<file path="src/rtl/rfifo_fwft_out.sv">
// rtl/rfifo_fwft_out.sv - async FIFO read-side first-word-fall-through output stage
// Two-entry output buffer with credit-based read issue so m_data stays registered at full rate.
module rfifo_fwft_out #(
  parameter int DSIZE = 8,
  parameter int RLAT  = 1
) (
  input  logic             rclk,
  input  logic             rrst_n,
  input  logic             rempty,
  input  logic             arempty,
  output logic             rinc,
  input  logic [DSIZE-1:0] rdata,
  output logic             m_valid,
  output logic [DSIZE-1:0] m_data,
  input  logic             m_ready,
  output logic             m_aempty
);

  typedef enum logic [1:0] {
    S0 = 2'd0,
    S1 = 2'd1,
    S2 = 2'd2
  } state_e;

  state_e           state_q, state_d;
  logic [DSIZE-1:0] head_q, head_d;
  logic [DSIZE-1:0] tail_q, tail_d;
  logic             inflight_q, inflight_d;
  logic             pop;
  logic             cap;
  logic [1:0]       count;
  logic [2:0]       pending;

  assign count    = state_q;
  assign m_valid  = (state_q != S0);
  assign m_data   = head_q;
  assign pop      = m_valid & m_ready;

  // Words held plus words already requested, minus the one leaving this cycle.
  assign pending  = {1'b0, count} + {2'b00, inflight_q} - {2'b00, pop};
  assign rinc     = ~rempty & (pending < 3'd2);

  assign cap        = (RLAT == 0) ? rinc : inflight_q;
  assign inflight_d = (RLAT == 0) ? 1'b0 : rinc;
  assign m_aempty   = (count <= 2'd1) & (arempty | rempty);

  always_comb begin
    state_d = state_q;
    head_d  = head_q;
    tail_d  = tail_q;
    case (state_q)
      S0: begin
        if (cap) begin
          head_d  = rdata;
          state_d = S1;
        end
      end
      S1: begin
        if (pop & cap) begin
          head_d = rdata;
        end else if (pop) begin
          state_d = S0;
        end else if (cap) begin
          tail_d  = rdata;
          state_d = S2;
        end
      end
      S2: begin
        // A capture without a pop here cannot happen: the credit rule caps pending at 2.
        if (pop) begin
          head_d = tail_q;
          if (cap) begin
            tail_d = rdata;
          end else begin
            state_d = S1;
          end
        end
      end
      default: state_d = S0;
    endcase
  end

  always_ff @(posedge rclk or negedge rrst_n) begin
    if (!rrst_n) begin
      state_q    <= S0;
      head_q     <= '0;
      tail_q     <= '0;
      inflight_q <= 1'b0;
    end else begin
      state_q    <= state_d;
      head_q     <= head_d;
      tail_q     <= tail_d;
      inflight_q <= inflight_d;
    end
  end

endmodule

</file>
<file path="config.mk">
export PLATFORM = sky130hd
export DESIGN_NAME = rfifo_fwft_out
export DESIGN_NICKNAME = d
export VERILOG_FILES = /design/src/rtl/rfifo_fwft_out.sv
export SDC_FILE = /design/constraint.sdc
export NUM_CORES = 1
export LEC_CHECK = 0
export BUFFER_PORTS_ARGS = -buffer_cell sky130_fd_sc_hd__buf_2
export CORE_MARGIN = 1
export CORE_UTILIZATION = 45
export CTS_CLUSTER_DIAMETER = 40
export CTS_CLUSTER_SIZE = 30
export DETAILED_ROUTE_END_ITERATION = 7
export GPL_TIMING_DRIVEN = 0
export PLACE_DENSITY_LB_ADDON = 0.08
export SLEW_MARGIN = 30
export SYNTH_ARGS = -nofsm -noshare
export SYNTH_HDL_FRONTEND = slang
export SYNTH_SLANG_ARGS = --single-unit
</file>
<file path="constraint.sdc">
create_clock -name rclk -period 2.4 [get_ports rclk]
set_input_delay 0.48 -clock rclk [delete_from_list [all_inputs] [get_ports rclk]]
set_output_delay 0.48 -clock rclk [all_outputs]
set_load 0.1 [all_outputs]
</file>
Yosys cells after proc, flatten, opt, wreduce, memory -nomap -nowiden
Cells that the tools add are included.

storage, ports and cells
  word-level logic and storage cells = 46
  output and inout bits = 11
  bits of input ports = 13
  register bits = 19

cells by class
  add/subtract/negate cells = 2
  bitwise operators = 6
  magnitude comparators = 2
  reduce and logical (&&, ||, !) cells = 7
  eq/ne operators = 9
  muxes and demuxes = 16

operators with widths
  cell                                                                    number
  8-bit two-way mux                                                       7
  8-bit case mux with 3 select lines                                      1
  8-bit case mux with 2 select lines                                      1
  2-bit two-way mux                                                       6
  2-bit != test (second input constant)                                   6
  4-bit AND reduction                                                     2
  2-bit case mux with 3 select lines                                      1
  5-bit AND reduction                                                     1
  1-bit AND                                                               4
  2-bit nonzero test                                                      2
  2-bit by 1-bit adder with 3-bit output                                  1
  3-bit by 2-bit < comparator with 1-bit output (second input constant)   1
  3-bit != test (second input constant)                                   1
  3-bit nonzero test                                                      1
  3-bit by 1-bit subtractor with 3-bit output                             1
  2-bit by 1-bit equality test with 1-bit output (second input constant)  1
  2-bit equality test (second input constant)                             1
  2-bit by 1-bit <= comparator with 1-bit output (second input constant)  1
  2-bit logical NOT                                                       1
  1-bit inverter                                                          1
  1-bit OR                                                                1

Logic depth before layout (Yosys ltp)
Gate-level depths: netlist (run 1).

  word-level depth = 5
  depth in mapped cells = 6
  depth with buffers taken out = 6

Worst setup path after synthesis (run 1)
Ideal clock, no wire load.

  path type = register -> output
  start point = register state_q[1] (netlist: count[1])
  end point = output rinc
  stages on the path, launching flop included = 7
  arrival time = 3.759 ns
  setup slack = -1.839 ns
  data required time = 1.920 ns
  buffers on the path = 0
  cell sequence = dfrtp_1 > nor2b_2 > and2_4 > o21ai_0 > fa_1 > xor2_1 > nor3b_1

between the ends
  longest elaborated chain between the ends = 5
  elaborated cells on any way between the ends = 6
  those cells by class = 2 x add/sub; 1 x order compare; 2 x bitwise; 1 x reduce/logical

ends and longest elaborated chain
  element                                                                         line  source
  from (decl)                                                                     25    state_e state_q, state_d;
  from (signal assigned)                                                          90    state_q <= state_d;
  branches (longest 2 deep; another with 2-bit by 1-bit adder with 3-bit output)  --
  3-bit by 1-bit subtractor with 3-bit output *                                   40    assign pending = {1'b0, count} + {2'b00, inflight_q} - {2'b00, pop};
  3-bit by 2-bit < comparator with 1-bit output *                                 41    assign rinc = ~rempty & (pending < 3'd2);
  1-bit AND *                                                                     41
  to (decl)                                                                       11    output logic rinc,

Every way passes the cells marked *.

Final worst setup path (run 1)
  start point = register state_q[0] (netlist: count[0])
  end point = output rinc

The elaborated chain is that of the path after synthesis.

==> parameters.txt, run 1 <==
Parameter                              Value

Run status
  Result of the run ... finished, violations left
  Failing checks ... setup timing

Detailed routing
  Uppermost routed layer ... met4
  Met1 Wirelength ... 765 µm
  Final antenna-violating net count ... 0
  Count of vias placed by the detailed router ... 641
  Total met3 wirelength after detailed routing ... 52 µm
  Detailed-route wire length per cell ... 12.7 µm
  Number of violations reported at the end of detailed-routing iteration 0 ... 4
  Vias/cell ... 4.97
  Wire length on met2 ... 812 µm
  Total wirelength of the detailed-routed design ... 1640 µm
  DRC violation count after routing ... 0
  Number of iterations in the first detailed-routing pass ... 2

Placed design
  Port Buffers ... 23
  HPWL after DPL ... 1110 µm
  RePlAce Congestion ... 0.708
  Placed Instances ... 118

Timing
  Clock period minus worst slack ... 2.55 ns
  Unrepaired setup endpoints after global routing ... yes
  Max-slew violations ... 0
  Clk_skew ... 0.00487 ns
  Timing-limited maximum frequency ... 0.392 GHz
  Fin worst setup slack ... -0.148 ns
  Fraction of the cycle the final worst path needs ... 1.06
  Worst-Margin Slew ... 0.486 ns
  Relative max-transition margin ... 0.678
  Worst hold slack ... 0.0984 ns
  Final sum of negative setup slack ... -0.148 ns
  Setup violation total in the final timing report ... 1
  Final count of hold timing violations ... 0

Worst setup path
  Worst reg2reg endpoint ... cap
  Stages on worst setup path ... 6
  Setup Crit Path Kind ... flop to output port
  Kind of launch point of the worst setup path ... flop
  Largest stage delay, worst path ... 0.53 ns
  Register-to-register setup slack ... 0.56 ns
  Worst path slowest cell ... sky130_fd_sc_hd__fa_2
  Worst Path Buf+Inv ... 1
  CP endpoint ... rinc
  Critical-path maximum fanout ... 3
  First element of the critical path ... count[0]
  Cells along the critical path ... nor2b_4 -> and2_4 -> o21ai_2 -> fa_2 -> nor3b_4 -> buf_12
  Required arrival time at the worst endpoint ... 1.92 ns
  Signal arrival time at the worst endpoint ... 2.07 ns
  CP endpoint kind ... output port
  Worst reg2reg path startpoint ... count[0]
  Cell class contributing the biggest share of worst-path delay ... simple AND/OR/NAND/NOR gates
  Cell depth of the worst flop-to-flop path ... 7

Yosys
  FFs w/ async S/R, synth ... 1.00
  Post-synthesis net count ... 82
  Synthesized instance count ... 68
  Summed instance area of the synthesized netlist ... 940 µm²
  Share of the synthesized area in the top cell type ... 0.506
  Dominant synthesized flop cell ... sky130_fd_sc_hd__dfrtp_1
  Portion of the post-synthesis area used by sequential elements ... 0.506
  Flip-flop and latch count after synthesis ... 19
  Number of synthesis warnings ... 0
  Distinct cell type count after synthesis ... 19
  Dominant cells by area after synthesis ... sky130_fd_sc_hd__dfrtp_1 51%, sky130_fd_sc_hd__mux2_2 30%, sky130_fd_sc_hd__o21ai_4 3.5%
  Syn_area_per_cell ... 13.8 µm²
  Number of enable flip-flop cells after synthesis ... 0
  Top cell type by total area after synthesis ... sky130_fd_sc_hd__dfrtp_1

Clock tree
  Sinks on the clock net ... 19
  CTS tree ... yes
  TritonCTS Buffers ... 3
  Later-pin clock latency in the skew report ... 0.29 ns
  Level count of the clock H-tree ... 1
  Maximum root-to-sink buffer count ... 2
  CTS root buffer ... sky130_fd_sc_hd__clkbuf_4
  CTS clk-pin slew, worst paths ... 0.11 ns

Floorplanning
  Floorplan die width ... 47.7 µm
  Std-Cell Rows ... 16
  Height of the die ... 47.7 µm
  Starting density of the core ... 0.479
  Die area ... 2270 µm²
  Core ar. ... 1960 µm²
  IO Pins ... 24

Final layout
  Layout net count ... 117
  Non-filler cells, final ... 129
  Area grow syn2layout ... 29.0%
  Fraction of layout cells with a size suffix above 1 ... 0.696
  Antenna Cells ... 0

Global route
  Wire length of the first global-routing pass ... 2530 µm
  Remaining global-route overflow ... 0
  Number of antenna violations at the first check in global routing ... 0
  Overall Global Routing Usage ... 0.163
  Largest net degree at the start of global routing ... 20
  Vias in the first global route ... 600

Job
  Max-capacitance violation count ... 0

Hold path
  Type of the most critical hold path ... input port to asynchronous set/reset pin
[worst min path at each step]
stage          startpoint  endpoint  slack (ns)  depth (start not counted)
2_1_floorplan      rrst_n       cap        0.18                          0
3_3_place_gp       rrst_n       cap        0.44                          1
3_5_place_dp       rrst_n       cap        0.44                          1
4_1_cts            rrst_n       cap        0.10                          1
5_1_grt            rrst_n       cap        0.12                          1
6_report           rrst_n       cap         0.1                          1
[kinds of logic (layout without fill, tap and decap cells)]
family,count (synthesis),count (layout),share of synthesized area
mux,25,25,0.300
flops,19,19,0.506
simple gates,12,12,0.0786
compound gates,8,8,0.0666
buf+inv,2,36,0.0186
fa+ha+maj,1,1,0.0213
xor+xnor,1,1,0.00932
[routing by layer]
| metal | vias to the layer above | global-route usage |
|---|---|---|
| met3 | 2 | 0.0226 |
| met4 | 0 | 0.0667 |
| met2 | 14 | 0.284 |
| li1 | 307 | - |
| met1 | 318 | 0.201 |
| met5 | - | 0 |
[final cells by class]
| type | count | area (µm²) |
|---|---|---|
| Fill cell | 177 | 749 |
| Sequential cell | 19 | 478 |
| Multi-Input combinational cell | 47 | 469 |
| Timing Repair Buffer | 30 | 186 |
| Tap cell | 27 | 33.8 |
| Clock buffer | 3 | 22.5 |
| Buffer | 1 | 13.8 |
| Clock inverter | 1 | 5.00 |
| Inverter | 1 | 3.75 |
[cell usage after synthesis, types with 2 or more instances]
library cell,number
sky130_fd_sc_hd__mux2_2,25
sky130_fd_sc_hd__o21ai_0,4
sky130_fd_sc_hd__dfrtp_1,19
sky130_fd_sc_hd__nor2b_1,2
sky130_fd_sc_hd__o21ai_4,2
sky130_fd_sc_hd__nor2_1,3
[state kept, by name, indices dropped and copies added, names as in the netlist]
signal / cells
cap: 1
count: 2
m_data: 8
tail_q: 8
[layout by cell type (no fill, tap or decap), types with 2 or more instances in the layout]
master / instances
sky130_fd_sc_hd__clkbuf_4: 3
sky130_fd_sc_hd__buf_4: 6
sky130_fd_sc_hd__buf_2: 22
sky130_fd_sc_hd__o21ai_4: 2
sky130_fd_sc_hd__nor2b_1: 2
sky130_fd_sc_hd__o21ai_0: 3
sky130_fd_sc_hd__nor2_1: 3
sky130_fd_sc_hd__mux2_2: 25
sky130_fd_sc_hd__dfrtp_2: 2
sky130_fd_sc_hd__dfrtp_1: 17
[timing repair]
action,4_1_cts,5_1_grt
setup endpoints to repair,1,1
pin swaps,1,0
hold buffers,0,0
buffers inserted,5,2
resized for setup,5,1
[metrics by stage]
stage / setup slack [ns] / utilization / area (µm²)
finish: -0.148 / 0.618 / 1210
detailed placement: -0.207 / 0.566 / 1110
global placement: -0.201 / 0.566 / 1110
global route: -0.223 / 0.618 / 1210
CTS: -0.148 / 0.608 / 1190
floorplan: -0.333 / - / 961
Power of run 1 is left out: the tool's default activity adds up to more than one toggle a clock period on the data nets, which glitch-free logic cannot reach.
==> run 2: changes to the inputs <==
--- a/config.mk
+++ b/config.mk
@@ -5,6 +5,7 @@
 export SDC_FILE = /design/constraint.sdc
 export NUM_CORES = 1
 export LEC_CHECK = 0
+export ABC_AREA = 1
 export BUFFER_PORTS_ARGS = -buffer_cell sky130_fd_sc_hd__buf_2
 export CORE_MARGIN = 1
 export CORE_UTILIZATION = 45
==> run 2 against run 1 <==
The flow still finishes with violations (setup timing). Register-to-register slack gained 0.28 ns. Critical path depth increased by 2. Clock skew decreased by 0.0036 ns. Fmax up 4.2%. Sequential share of layout area decreased by 1.3 points. Routed wire length grew 22%. Hold slack improved by 0.0059 ns. Cell count rose by 43%. Global-route usage rose by 3.1 points. Critical path type unchanged. Largest cell class is now multi-input combinational cells.
==> parameters.txt, run 2 <==
Parameter                              Value

Detailed routing
  Detailed-route wire length per cell ... 10.9 µm
  Vias/cell ... 4.79
  Total wirelength of the detailed-routed design ... 2010 µm
  DRC violation count after routing ... 0
  Number of violations reported at the end of detailed-routing iteration 0 ... 15
  Uppermost routed layer ... met4
  Total met3 wirelength after detailed routing ... 121 µm
  Final antenna-violating net count ... 0
  Count of vias placed by the detailed router ... 882
  Wire length on met2 ... 893 µm
  Met1 Wirelength ... 982 µm
  Number of iterations in the first detailed-routing pass ... 4

Yosys
  Dominant cells by area after synthesis ... sky130_fd_sc_hd__dfrtp_1 49%, sky130_fd_sc_hd__nand2_1 25%, sky130_fd_sc_hd__nand3_1 8.3%
  Summed instance area of the synthesized netlist ... 962 µm²
  Post-synthesis net count ... 137
  Syn_area_per_cell ... 7.82 µm²
  Synthesized instance count ... 123
  Most frequently used cell type in the post-synthesis netlist ... sky130_fd_sc_hd__nand2_1
  Synth cell count leaders ... 63 x sky130_fd_sc_hd__nand2_1, 19 x sky130_fd_sc_hd__dfrtp_1, 16 x sky130_fd_sc_hd__nand3_1
  FFs w/ async S/R, synth ... 1.00
  Flip-flop and latch count after synthesis ... 19
  Dominant synthesized flop cell ... sky130_fd_sc_hd__dfrtp_1
  Distinct cell type count after synthesis ... 16
  Number of enable flip-flop cells after synthesis ... 0
  Number of synthesis warnings ... 0
  Portion of the post-synthesis area used by sequential elements ... 0.494
  Top cell type by total area after synthesis ... sky130_fd_sc_hd__dfrtp_1
  Share of the synthesized area in the top cell type ... 0.494

Global route
  Remaining global-route overflow ... 0
  Overall Global Routing Usage ... 0.194
  Number of antenna violations at the first check in global routing ... 0
  Vias in the first global route ... 692
  Wire length of the first global-routing pass ... 3150 µm
  Largest net degree at the start of global routing ... 20

Worst setup path
  Worst path slowest cell ... sky130_fd_sc_hd__fa_1
  Worst reg2reg path startpoint ... count[0]
  Critical-path maximum fanout ... 3
  Signal arrival time at the worst endpoint ... 1.97 ns
  Cells along the critical path ... inv_2 -> nand3_4 -> buf_6 -> inv_1 -> fa_1 -> nand2_2 -> nor3_4 -> buf_12
  Register-to-register setup slack ... 0.84 ns
  Worst reg2reg endpoint ... cap
  Setup Crit Path Kind ... flop to output port
  CP endpoint kind ... output port
  Required arrival time at the worst endpoint ... 1.92 ns
  Cell depth of the worst flop-to-flop path ... 7
  Kind of launch point of the worst setup path ... flop
  Largest stage delay, worst path ... 0.52 ns

Placed design
  HPWL after DPL ... 1380 µm
  Setup Slack @ Placement ... -0.258 ns
  Placed Instances ... 173
  RePlAce Congestion ... 0.710
  Port Buffers ... 23
  Placed standard-cell area ... 1130 µm²

Clock tree
  CTS tree ... yes
  TritonCTS Buffers ... 3
  Number of hold buffers added after cts ... 0
  Maximum root-to-sink buffer count ... 2
  Later-pin clock latency in the skew report ... 0.29 ns
  Level count of the clock H-tree ... 1
  CTS root buffer ... sky130_fd_sc_hd__clkbuf_4
  CTS clk-pin slew, worst paths ... 0.11 ns
  Sinks on the clock net ... 19

Final layout
  Layout net count ... 172
  Area grow syn2layout ... 30.2%
  Final Cell Area ... 1250 µm²
  Fraction of layout cells with a size suffix above 1 ... 0.344
  Leading cell type in the layout, fill and taps excluded ... sky130_fd_sc_hd__nand2_1
  Layout fillers ... 176
  Antenna Cells ... 0
  Area used by sequential logic in the layout ... 478 µm²
  Non-filler cells, final ... 184
  Leading cell types in the layout, fill and taps excluded ... 60 x sky130_fd_sc_hd__nand2_1, 22 x sky130_fd_sc_hd__buf_2, 17 x sky130_fd_sc_hd__dfrtp_1
  Total area of multi-input combinational cells ... 485 µm²

Floorplanning
  Core ar. ... 1980 µm²
  Starting density of the core ... 0.485
  Floorplan die width ... 48.2 µm
  Height of the die ... 48.2 µm
  Std-Cell Rows ... 16
  IO Pins ... 24
  Die area ... 2330 µm²

Timing
  Final count of hold timing violations ... 0
  Unrepaired setup endpoints after global routing ... yes
  Timing-limited maximum frequency ... 0.409 GHz
  Setup violation total in the final timing report ... 1
  Max-slew violations ... 0
  Worst-Margin Slew ... 0.485 ns
  Fraction of the cycle the final worst path needs ... 1.02
  Relative max-transition margin ... 0.679
  Fin worst setup slack ... -0.0458 ns
  Worst hold slack ... 0.104 ns
  Clock period minus worst slack ... 2.45 ns
  Clk_skew ... 0.00125 ns

Hold path
  Type of the most critical hold path ... input port to asynchronous set/reset pin

Run status
  Result of the run ... finished, violations left
  Failing checks ... setup timing

Job
  Max-capacitance violation count ... 0
## run 2: critical path, delay by kind of cell (launching register included)
family	cells	cell delay [ns]
adder cells (fa/ha/maj)	1	0.52
buffers and inverters	4	0.42
AND/OR/NAND/NOR	3	0.31
flip-flops	1	0.41
## run 2: cell families after synthesis
kind of cell / share of synthesized area
buffers and inverters: 0.0338
AND/OR/NAND/NOR: 0.428
adder cells (fa/ha/maj): 0.0208
AO/OA/AOI/OAI: 0.0234
flip-flops: 0.494
## run 2: worst max path at each step
stage                     startpoint    to  slack, ns  cells after the start
after floorplan             count[0]  rinc      -0.27                      8
after global placement       m_ready  rinc      -0.25                      9
after detailed placement     m_ready  rinc      -0.26                      9
after CTS                   count[0]  rinc      -0.21                      9
after global routing        count[0]  rinc      -0.16                      8
final                       count[0]  rinc      -0.05                      8
## run 2: repair_timing
| item | in CTS | in global routing |
|---|---|---|
| gates resized for setup | 8 | 5 |
| endpoints found under the setup margin | 1 | 1 |
| buffers inserted | 6 | 3 |
| pin swaps | 3 | 3 |
## run 2: per-layer routing
| layer | vias up | track usage |
|---|---|---|
| li1 | 459 | - |
| met1 | 389 | 0.307 |
| met2 | 32 | 0.267 |
| met3 | 2 | 0.0333 |
| met4 | 0 | 0.0500 |
| met5 | - | 0 |
## run 2: cell type report
class                           count  area share
Clock buffer                        3      0.0180
Clock inverter                      1     0.00400
Inverter                            6      0.0180
Multi-Input combinational cell     96       0.388
Sequential cell                    19       0.382
Tap cell                           27      0.0270
Timing Repair Buffer               32       0.164
## run 2: per-stage QoR
step | util | TNS [ns]
final | 0.632 | -0.0458
after global routing | 0.632 | -0.157
after CTS | 0.617 | -0.211
after detailed placement | 0.568 | -0.258
after global placement | 0.568 | -0.247
after floorplan | - | -0.266
Power of run 2 is left out for the same reason.
==> run 3: changes to the inputs <==
--- a/config.mk
+++ b/config.mk
@@ -13,7 +13,7 @@
 export CTS_CLUSTER_SIZE = 30
 export DETAILED_ROUTE_END_ITERATION = 7
 export GPL_TIMING_DRIVEN = 0
-export PLACE_DENSITY_LB_ADDON = 0.08
+export PLACE_DENSITY = 0.8
 export SLEW_MARGIN = 30
 export SYNTH_ARGS = -nofsm -noshare
 export SYNTH_HDL_FRONTEND = slang
==> run 3 against run 2 <==
The flow still finishes with violations (setup timing). Critical path depth unchanged. Setup slack got worse by 0.0069 ns. Cell count decreased by 0.54%. Routed wire length increased by 4.5%. Die area unchanged. First-iteration DRC count increased by 67%. Hold slack got worse by 0.0031 ns. Count of clock-buffer cells in the layout increased by 1. Critical path type unchanged.
==> parameters.txt, run 3 (synthesis gave the netlist of run 2 again) <==
Parameter                              Value

Job
  Max-capacitance violation count ... 0

Final layout
  Non-filler cells, final ... 183
  Antenna Cells ... 0
  Layout net count ... 171
  Area grow syn2layout ... 28.6%
  Leading cell type in the layout, fill and taps excluded ... sky130_fd_sc_hd__nand2_1
  Total area of multi-input combinational cells ... 483 µm²
  Leading cell types in the layout, fill and taps excluded ... 61 x sky130_fd_sc_hd__nand2_1, 22 x sky130_fd_sc_hd__buf_2, 17 x sky130_fd_sc_hd__dfrtp_1
  Fraction of layout cells with a size suffix above 1 ... 0.327
  Area used by sequential logic in the layout ... 478 µm²
  Final core occ ... 0.624
  Layout fillers ... 182

Detailed routing
  Number of violations reported at the end of detailed-routing iteration 0 ... 25
  DRC violation count after routing ... 0
  Vias/cell ... 5.05
  Total wirelength of the detailed-routed design ... 2100 µm
  Count of vias placed by the detailed router ... 924
  Final antenna-violating net count ... 0
  Number of iterations in the first detailed-routing pass ... 4
  Detailed-route wire length per cell ... 11.5 µm

Timing
  Fin worst setup slack ... -0.0527 ns
  Clk_skew ... 0.00715 ns
  Unrepaired setup endpoints after global routing ... yes
  Final count of hold timing violations ... 0
  Worst-Margin Slew ... 0.489 ns
  Timing-limited maximum frequency ... 0.408 GHz
  Fraction of the cycle the final worst path needs ... 1.02
  Setup violation total in the final timing report ... 1
  Clock period minus worst slack ... 2.45 ns
  Relative max-transition margin ... 0.676
  Max-slew violations ... 0
  Worst hold slack ... 0.101 ns

Worst setup path
  Register-to-register setup slack ... 0.74 ns
  Critical-path maximum fanout ... 4
  Cell depth of the worst flop-to-flop path ... 8
  Worst path slowest cell ... sky130_fd_sc_hd__fa_1
  Setup Crit Path Kind ... flop to output port
  Kind of launch point of the worst setup path ... flop
  Worst reg2reg path startpoint ... count[0]
  Worst reg2reg endpoint ... cap
  Largest stage delay, worst path ... 0.52 ns
  CP endpoint kind ... output port
  Cells along the critical path ... inv_2 -> nand3_4 -> buf_4 -> inv_1 -> fa_1 -> nand2_2 -> nor3_4 -> buf_12
  Signal arrival time at the worst endpoint ... 1.97 ns
  Required arrival time at the worst endpoint ... 1.92 ns

Run status
  Failing checks ... setup timing
  Result of the run ... finished, violations left

Placed design
  Placed Instances ... 173
  RePlAce Congestion ... 0.717
  Port Buffers ... 23
  HPWL after DPL ... 1490 µm
  Setup Slack @ Placement ... -0.271 ns

Floorplanning
  Std-Cell Rows ... 16
  IO Pins ... 24
  Starting density of the core ... 0.485
  Core ar. ... 1980 µm²
  Height of the die ... 48.2 µm
  Floorplan die width ... 48.2 µm
  Die area ... 2330 µm²

Clock tree
  TritonCTS Buffers ... 3
  Later-pin clock latency in the skew report ... 0.29 ns
  CTS tree ... yes
  Maximum root-to-sink buffer count ... 2
  CTS root buffer ... sky130_fd_sc_hd__clkbuf_4
  Level count of the clock H-tree ... 1
  Sinks on the clock net ... 19
  CTS clk-pin slew, worst paths ... 0.11 ns

Global route
  Largest net degree at the start of global routing ... 20
  Number of antenna violations at the first check in global routing ... 0
  Wire length of the first global-routing pass ... 3440 µm
  Vias in the first global route ... 765
  Remaining global-route overflow ... 0
  Overall Global Routing Usage ... 0.210

Hold path
  Type of the most critical hold path ... input port to asynchronous set/reset pin
==> run 3: timing repair <==
item	CTS	global route
hold buffers	0	0
resized for setup	8	3
cloned	0	0
pin swaps	3	3
setup endpoints to repair	1	1
hold endpoints to repair	0	0
buffers inserted	7	1
==> run 3: worst max path at each step <==
stage                     cells past startpoint    to      from  slack, ns
after floorplan                               8  rinc  count[0]      -0.27
after global placement                        9  rinc   m_ready      -0.26
after detailed placement                      9  rinc   m_ready      -0.27
after CTS                                     9  rinc  count[0]      -0.21
after global routing                          8  rinc  count[0]      -0.14
final                                         8  rinc  count[0]      -0.05
==> run 3: routing by layer <==
layer / vias to the layer above / share of wire / global-route usage
met2: 36 / 0.49 / 0.312
met4: 0 / 0.0057 / 0.0333
li1: 458 / - / -
met5: - / 0 / 0
met1: 428 / 0.44 / 0.319
met3: 2 / 0.059 / 0.0407
==> run 3: cell type report <==
type                            count  share of cell area
Sequential cell                    19               0.386
Multi-Input combinational cell     96               0.390
Tap cell                           27              0.0273
Timing Repair Buffer               31               0.157
Inverter                            6              0.0182
Clock buffer                        4              0.0212
==> run 3: through the flow <==
stage / setup TNS, ns / area, µm²
final: -0.0527 / 1240
after global routing: -0.140 / 1240
after CTS: -0.213 / 1230
after detailed placement: -0.271 / 1130
after global placement: -0.256 / 1130
after floorplan: -0.266 / 977
==> run 3: critical path: cells and delay by family (launching register included) <==
family,cells,cell delay (ns)
flip-flops,1,0.41
adder cells (fa/ha/maj),1,0.52
AND/OR/NAND/NOR,3,0.32
buffers and inverters,4,0.43
Power of run 3 is left out for the same reason.
